**src/rtl/referee_egress.sv**
```systemverilog
// referee_egress: round-robin drain of four destination FIFOs onto one
// valid/ready egress port, with per-word DEST consistency check.
//
// Ports:
//   clk                 rising-edge clock
//   reset               asynchronous active-low reset
//   almost_empty_signal per-FIFO "do not pop" flags
//   fifo_data           FIFO i read data on [i*LINE_SIZE +: LINE_SIZE]
//   pop_signal          one-hot, single-cycle pop strobe per grant
//   out_valid/out_data  egress word, held until out_ready
//   out_ready           downstream accept
//   fwd_count           words accepted downstream (wrapping)
//   drop_count          words dropped on DEST mismatch (saturating)
module referee_egress #(
    parameter int LINE_SIZE  = 12,
    parameter int CLASS_BITS = 2,
    parameter int DEST_BITS  = 2,
    parameter int CNT_W      = 8
) (
    input  logic                   clk,
    input  logic                   reset,
    input  logic [3:0]             almost_empty_signal,
    input  logic [4*LINE_SIZE-1:0] fifo_data,
    output logic [3:0]             pop_signal,
    output logic                   out_valid,
    output logic [LINE_SIZE-1:0]   out_data,
    input  logic                   out_ready,
    output logic [CNT_W-1:0]       fwd_count,
    output logic [CNT_W-1:0]       drop_count
);

    typedef enum logic [1:0] {
        IDLE = 2'd0,
        POP  = 2'd1,
        CAP  = 2'd2,
        HOLD = 2'd3
    } state_t;

    state_t               state_q;
    logic [1:0]           rr_q;
    logic [1:0]           gnt_q;
    logic [3:0]           pop_q;
    logic                 valid_q;
    logic [LINE_SIZE-1:0] data_q;
    logic [CNT_W-1:0]     fwd_q;
    logic [CNT_W-1:0]     drop_q;

    logic [1:0]           gnt_d;
    logic                 any_d;
    logic [1:0]           idx;
    logic [LINE_SIZE-1:0] word;
    logic [DEST_BITS-1:0] dest;
    logic                 match;

    // Search starts one past the last grant so every FIFO gets a turn.
    always_comb begin
        gnt_d = rr_q;
        any_d = 1'b0;
        idx   = rr_q;
        for (int k = 1; k <= 4; k++) begin
            idx = rr_q + 2'(k);
            if (!any_d && !almost_empty_signal[idx]) begin
                any_d = 1'b1;
                gnt_d = idx;
            end
        end
    end

    assign word  = fifo_data[gnt_q*LINE_SIZE +: LINE_SIZE];
    assign dest  = word[LINE_SIZE-CLASS_BITS-1 -: DEST_BITS];
    assign match = (dest == DEST_BITS'(gnt_q));

    always_ff @(posedge clk or negedge reset) begin
        if (!reset) begin
            state_q <= IDLE;
            rr_q    <= 2'd3;
            gnt_q   <= 2'd0;
            pop_q   <= 4'd0;
            valid_q <= 1'b0;
            data_q  <= '0;
            fwd_q   <= '0;
            drop_q  <= '0;
        end else begin
            unique case (state_q)
                IDLE: begin
                    if (any_d) begin
                        pop_q   <= 4'b0001 << gnt_d;
                        gnt_q   <= gnt_d;
                        rr_q    <= gnt_d;
                        state_q <= POP;
                    end
                end
                POP: begin
                    pop_q   <= 4'd0;
                    state_q <= CAP;
                end
                CAP: begin
                    if (match) begin
                        data_q  <= word;
                        valid_q <= 1'b1;
                        state_q <= HOLD;
                    end else begin
                        if (drop_q != '1)
                            drop_q <= drop_q + CNT_W'(1);
                        state_q <= IDLE;
                    end
                end
                HOLD: begin
                    // A new pop is only issued once the held word leaves.
                    if (out_ready) begin
                        fwd_q   <= fwd_q + CNT_W'(1);
                        valid_q <= 1'b0;
                        if (any_d) begin
                            pop_q   <= 4'b0001 << gnt_d;
                            gnt_q   <= gnt_d;
                            rr_q    <= gnt_d;
                            state_q <= POP;
                        end else begin
                            state_q <= IDLE;
                        end
                    end
                end
                default: state_q <= IDLE;
            endcase
        end
    end

    assign pop_signal = pop_q;
    assign out_valid  = valid_q;
    assign out_data   = data_q;
    assign fwd_count  = fwd_q;
    assign drop_count = drop_q;

endmodule

```
**config.mk**
```make
export PLATFORM = sky130hd
export DESIGN_NAME = referee_egress
export DESIGN_NICKNAME = d
export VERILOG_FILES = /design/src/rtl/referee_egress.sv
export SDC_FILE = /design/constraint.sdc
export NUM_CORES = 1
export LEC_CHECK = 0
export ABC_AREA = 1
export BUFFER_PORTS_ARGS = -buffer_cell sky130_fd_sc_hd__buf_2
export CORE_MARGIN = 3
export CORE_UTILIZATION = 40
export DETAILED_ROUTE_END_ITERATION = 10
export PLACE_DENSITY_LB_ADDON = 0.15
export SYNTH_ARGS = -nofsm -noshare
export SYNTH_HDL_FRONTEND = slang
export SYNTH_SLANG_ARGS = --single-unit
```
**constraint.sdc**
```tcl
create_clock -name clk -period 1.79 [get_ports clk]
set_clock_uncertainty 0.05 [all_clocks]
set_input_delay 0.179 -clock clk [delete_from_list [all_inputs] [get_ports clk]]
set_output_delay 0.179 -clock clk [all_outputs]
set_load 0.02 [all_outputs]
```
==> key figures <==
Clocking
  – Clk pin slew, worst setup/hold paths: 0.08 ns
  – Number of buffers created by CTS: 5
  – Max Buffers Root-to-Sink: 2
  – Clk sink count: 39
  – Worst skew pair latency: 0.29 ns
  – CTS root buffer: clkbuf_8
  – CTS tree: yes
  – H-Tree Level Count: 2

Critical path
  – Arrival @ worst endpoint: 1.82 ns
  – CP endpoint kind: flop
  – Most used cell, CP: nand2_1
  – Worst setup SP type: flop
  – Crit-path max FO: 6
  – Cell chain of the critical path: buf_6 > nand2_1 > nand2_1 > nand2_1 > nand2_1 > nand3_4 > nand2_1 > nand2_2 > nand2_1 > o21ai_1
  – CP required: 1.92 ns
  – Critical path's largest stage delay: 0.62 ns
  – Crit path max-delay cell type: dfstp_2
  – Setup CP Type: flop to flop

Detailed routing
  – DRC: 0
  – Via density: 4.687
  – DR iter-0 viols: 87
  – Pre-antenna DRT Iters: 4
  – Antenna Violating Nets Remaining: 0
  – Routed len/inst: 11.70 µm
  – Via Count: 2,409
  – Total wire length: 6014 µm

Hold path
  – HP Class: input port to flop

Floorplanning
  – Initial Util: 42.05%
  – Core area: 6061 µm²
  – Die area: 7366 µm²
  – Die Span X: 85.83 µm
  – Cell Rows: 28
  – IO Count: 88
  – Die Ht: 85.83 µm

Timing
  – Fin. max-slew vios: 0
  – Count of final setup violators: 0
  – Rel. slew slack: 67.53%
  – Final TNS setup: 0 ns
  – Worst slew pin tran: 0.4871 ns
  – Min Hold Slack: 0.1661 ns
  – Tmin final: 1.687 ns
  – Final Cycle Share: 94.24%
  – RSZ-0062 raised after global routing: true
  – Final Hold Fails: 0
  – Fmax: 592.8 MHz

Synthesis
  – Largest family of logic cells by synthesized area: simple AND/OR/NAND/NOR gates
  – Mapped Area: 2549 µm²
  – Compound-Gate Fraction of Synth Area: 12.47%
  – Ys flop type: dfrtp_1
  – Post-synth EDFFs: 0
  – Post-synthesis sequential area ratio: 38.39%
  – Ys Warns: 0
  – Post-Synth Simple-Gate Area: 34.56%
  – Synth Area in XOR/XNOR: 5.106%
  – Synth Area in Adders: 0.9818%
  – Post-synthesis mux area share: 0.4418%
  – Synth Net Count: 397
  – Syn Inst Count: 340
  – Yosys reg bits: 39
  – Synthesized area per cell: 7.496 µm²
  – Unique masters post-synth: 35
  – Async SR Flop Fraction: 100.0%

Final layout
  – Share of cells above drive strength 1: 35.99%
  – Post-route non-filler standard cell count: 514
  – Number of diodes: 0
  – Filler cell count: 588
  – Commonest non-fill, non-tap cell in the layout: nand2_1
  – Area growth syn-to-layout: 29.16%
  – Final net count: 495
  – Commonest cells after routing, fill and taps aside: nand2_1 (107), buf_2 (87), dfrtp_1 (36)

Placement
  – Input/output buffers: 87
  – Cells after DPL: 502
  – Final Wtd Congestion: 0.8431
  – Detailed placement HPWL: 4657 µm

Pwr
  – Worst vdd ir: 704.8 µV
  – P_leak: 0.001829 µW
  – PwrDens: 1741 nW/µm²

Run status
  – Outcome: completed

GRT
  – Grt ovf: 0
  – Largest net degree at the start of global routing: 40
  – First-pass GRT wire length: 9867 µm
  – Tot GR Track Use: 16.30%
  – Vias in the first global route: 2,296
  – Initial antenna violation count: 0

Run
  – Maxcap violations: 0
cells in the mapped netlist, types with 2 or more instances:
| cell | instances | share of area, % |
|---|---|---|
| and3_1 | 2 | 0.49 |
| buf_6 | 5 | 2.2 |
| clkbuf_1 | 5 | 0.74 |
| dfrtp_1 | 37 | 36 |
| dfstp_2 | 2 | 2.1 |
| ha_1 | 2 | 0.98 |
| inv_1 | 26 | 3.8 |
| inv_2 | 4 | 0.59 |
| nand2_1 | 111 | 16 |
| nand2_2 | 7 | 1.7 |
| nand2_4 | 4 | 1.8 |
| nand3_1 | 16 | 3.1 |
| nand3_2 | 4 | 1.6 |
| nand3_4 | 2 | 1.4 |
| nand4_1 | 3 | 0.74 |
| nor2_1 | 33 | 4.9 |
| nor2_2 | 3 | 0.74 |
| o21ai_0 | 24 | 4.7 |
| o21ai_1 | 4 | 0.79 |
| o21ai_2 | 11 | 3.8 |
| o22ai_1 | 10 | 2.5 |
| xnor2_1 | 6 | 2.1 |
| xor2_1 | 7 | 2.4 |
stage by stage:
stage | area [µm²] | worst slack (ns) | total power (µW) | util [%]
after global placement | 3094 | 0.03810 | 4766 | 51.05
after detailed placement | 3094 | 0.02593 | 4832 | 51.05
final | 3292 | 0.1031 | 5730 | 54.31
after CTS | 3222 | 0.007051 | 5606 | 53.16
after global routing | 3292 | -0.01224 | 6245 | 54.31
after floorplan | 2549 | 0.2128 | 4003 | -
critical path: cells and delay by family, from the launching register on:
family	cells	cell delay, ns
DFF	1	0.62
AOI/OAI and AO/OA	1	0.06
buffers and inverters	1	0.13
and+or+nand+nor	8	0.71
logic make-up after synthesis:
family / Yosys count
compound gates: 52
xor+xnor: 14
fa+ha+maj: 2
buf+inv: 43
flops: 39
mux: 1
simple gates: 189
path summary, 6_finish.rpt:
path,slack (ns),to,start,depth (start not counted)
setup / recovery,0.10,gnt_q[0],rr_q[0],10
hold / removal,0.17,state_q[0],out_ready,4
setup reg to reg,0.10,gnt_q[0],rr_q[0],10
hold reg to reg,0.42,fwd_count[7],fwd_count[7],1
max in group asynchronous,0.90,rr_q[0],reset,3
min in group asynchronous,0.42,drop_count[6],reset,3
report_power, final:
group / leakage [µW] / internal (µW) / switching [µW]
combinational: 0.00127 / 1270 / 2180
clock: 0.0000612 / 451 / 311
sequential: 0.000494 / 1220 / 296
what timing repair did:
item / 4_1_cts / 5_1_grt
hold endpoints to repair: 37 / 0
gates resized for setup: 0 / 13
hold buffers: 1 / 0
setup buffers: 0 / 3
endpoints found under the setup margin: 0 / 28
registers in the layout, summed over array words and instances (netlist names):
name	flops
pop_signal	4
fwd_count	8
state_q	2
out_valid	1
out_data	12
drop_count	8
gnt_q	2
rr_q	2
layout make-up:
cell class / instances / area (µm²) / share of cell area [%]
multi-input combinational: 258 / 1405 / 42.68
sequential: 39 / 979.7 / 29.76
timing repair buffer: 103 / 574.3 / 17.45
inverter: 31 / 121.4 / 3.687
tap: 75 / 93.84 / 2.851
clock buffer: 6 / 82.58 / 2.509
clock inverter: 2 / 35.03 / 1.064
metal layers:
| layer | part of all wire (%) | track usage [%] | vias to the layer above |
|---|---|---|---|
| met3 | 6.9 | 4.227 | 6 |
| li1 | - | - | 1280 |
| met2 | 49 | 27.40 | 69 |
| met4 | 0.80 | 3.741 | 0 |
| met5 | 0 | 0 | - |
| met1 | 44 | 21.03 | 1054 |
No activity file was read; power rests on OpenSTA's default activity.
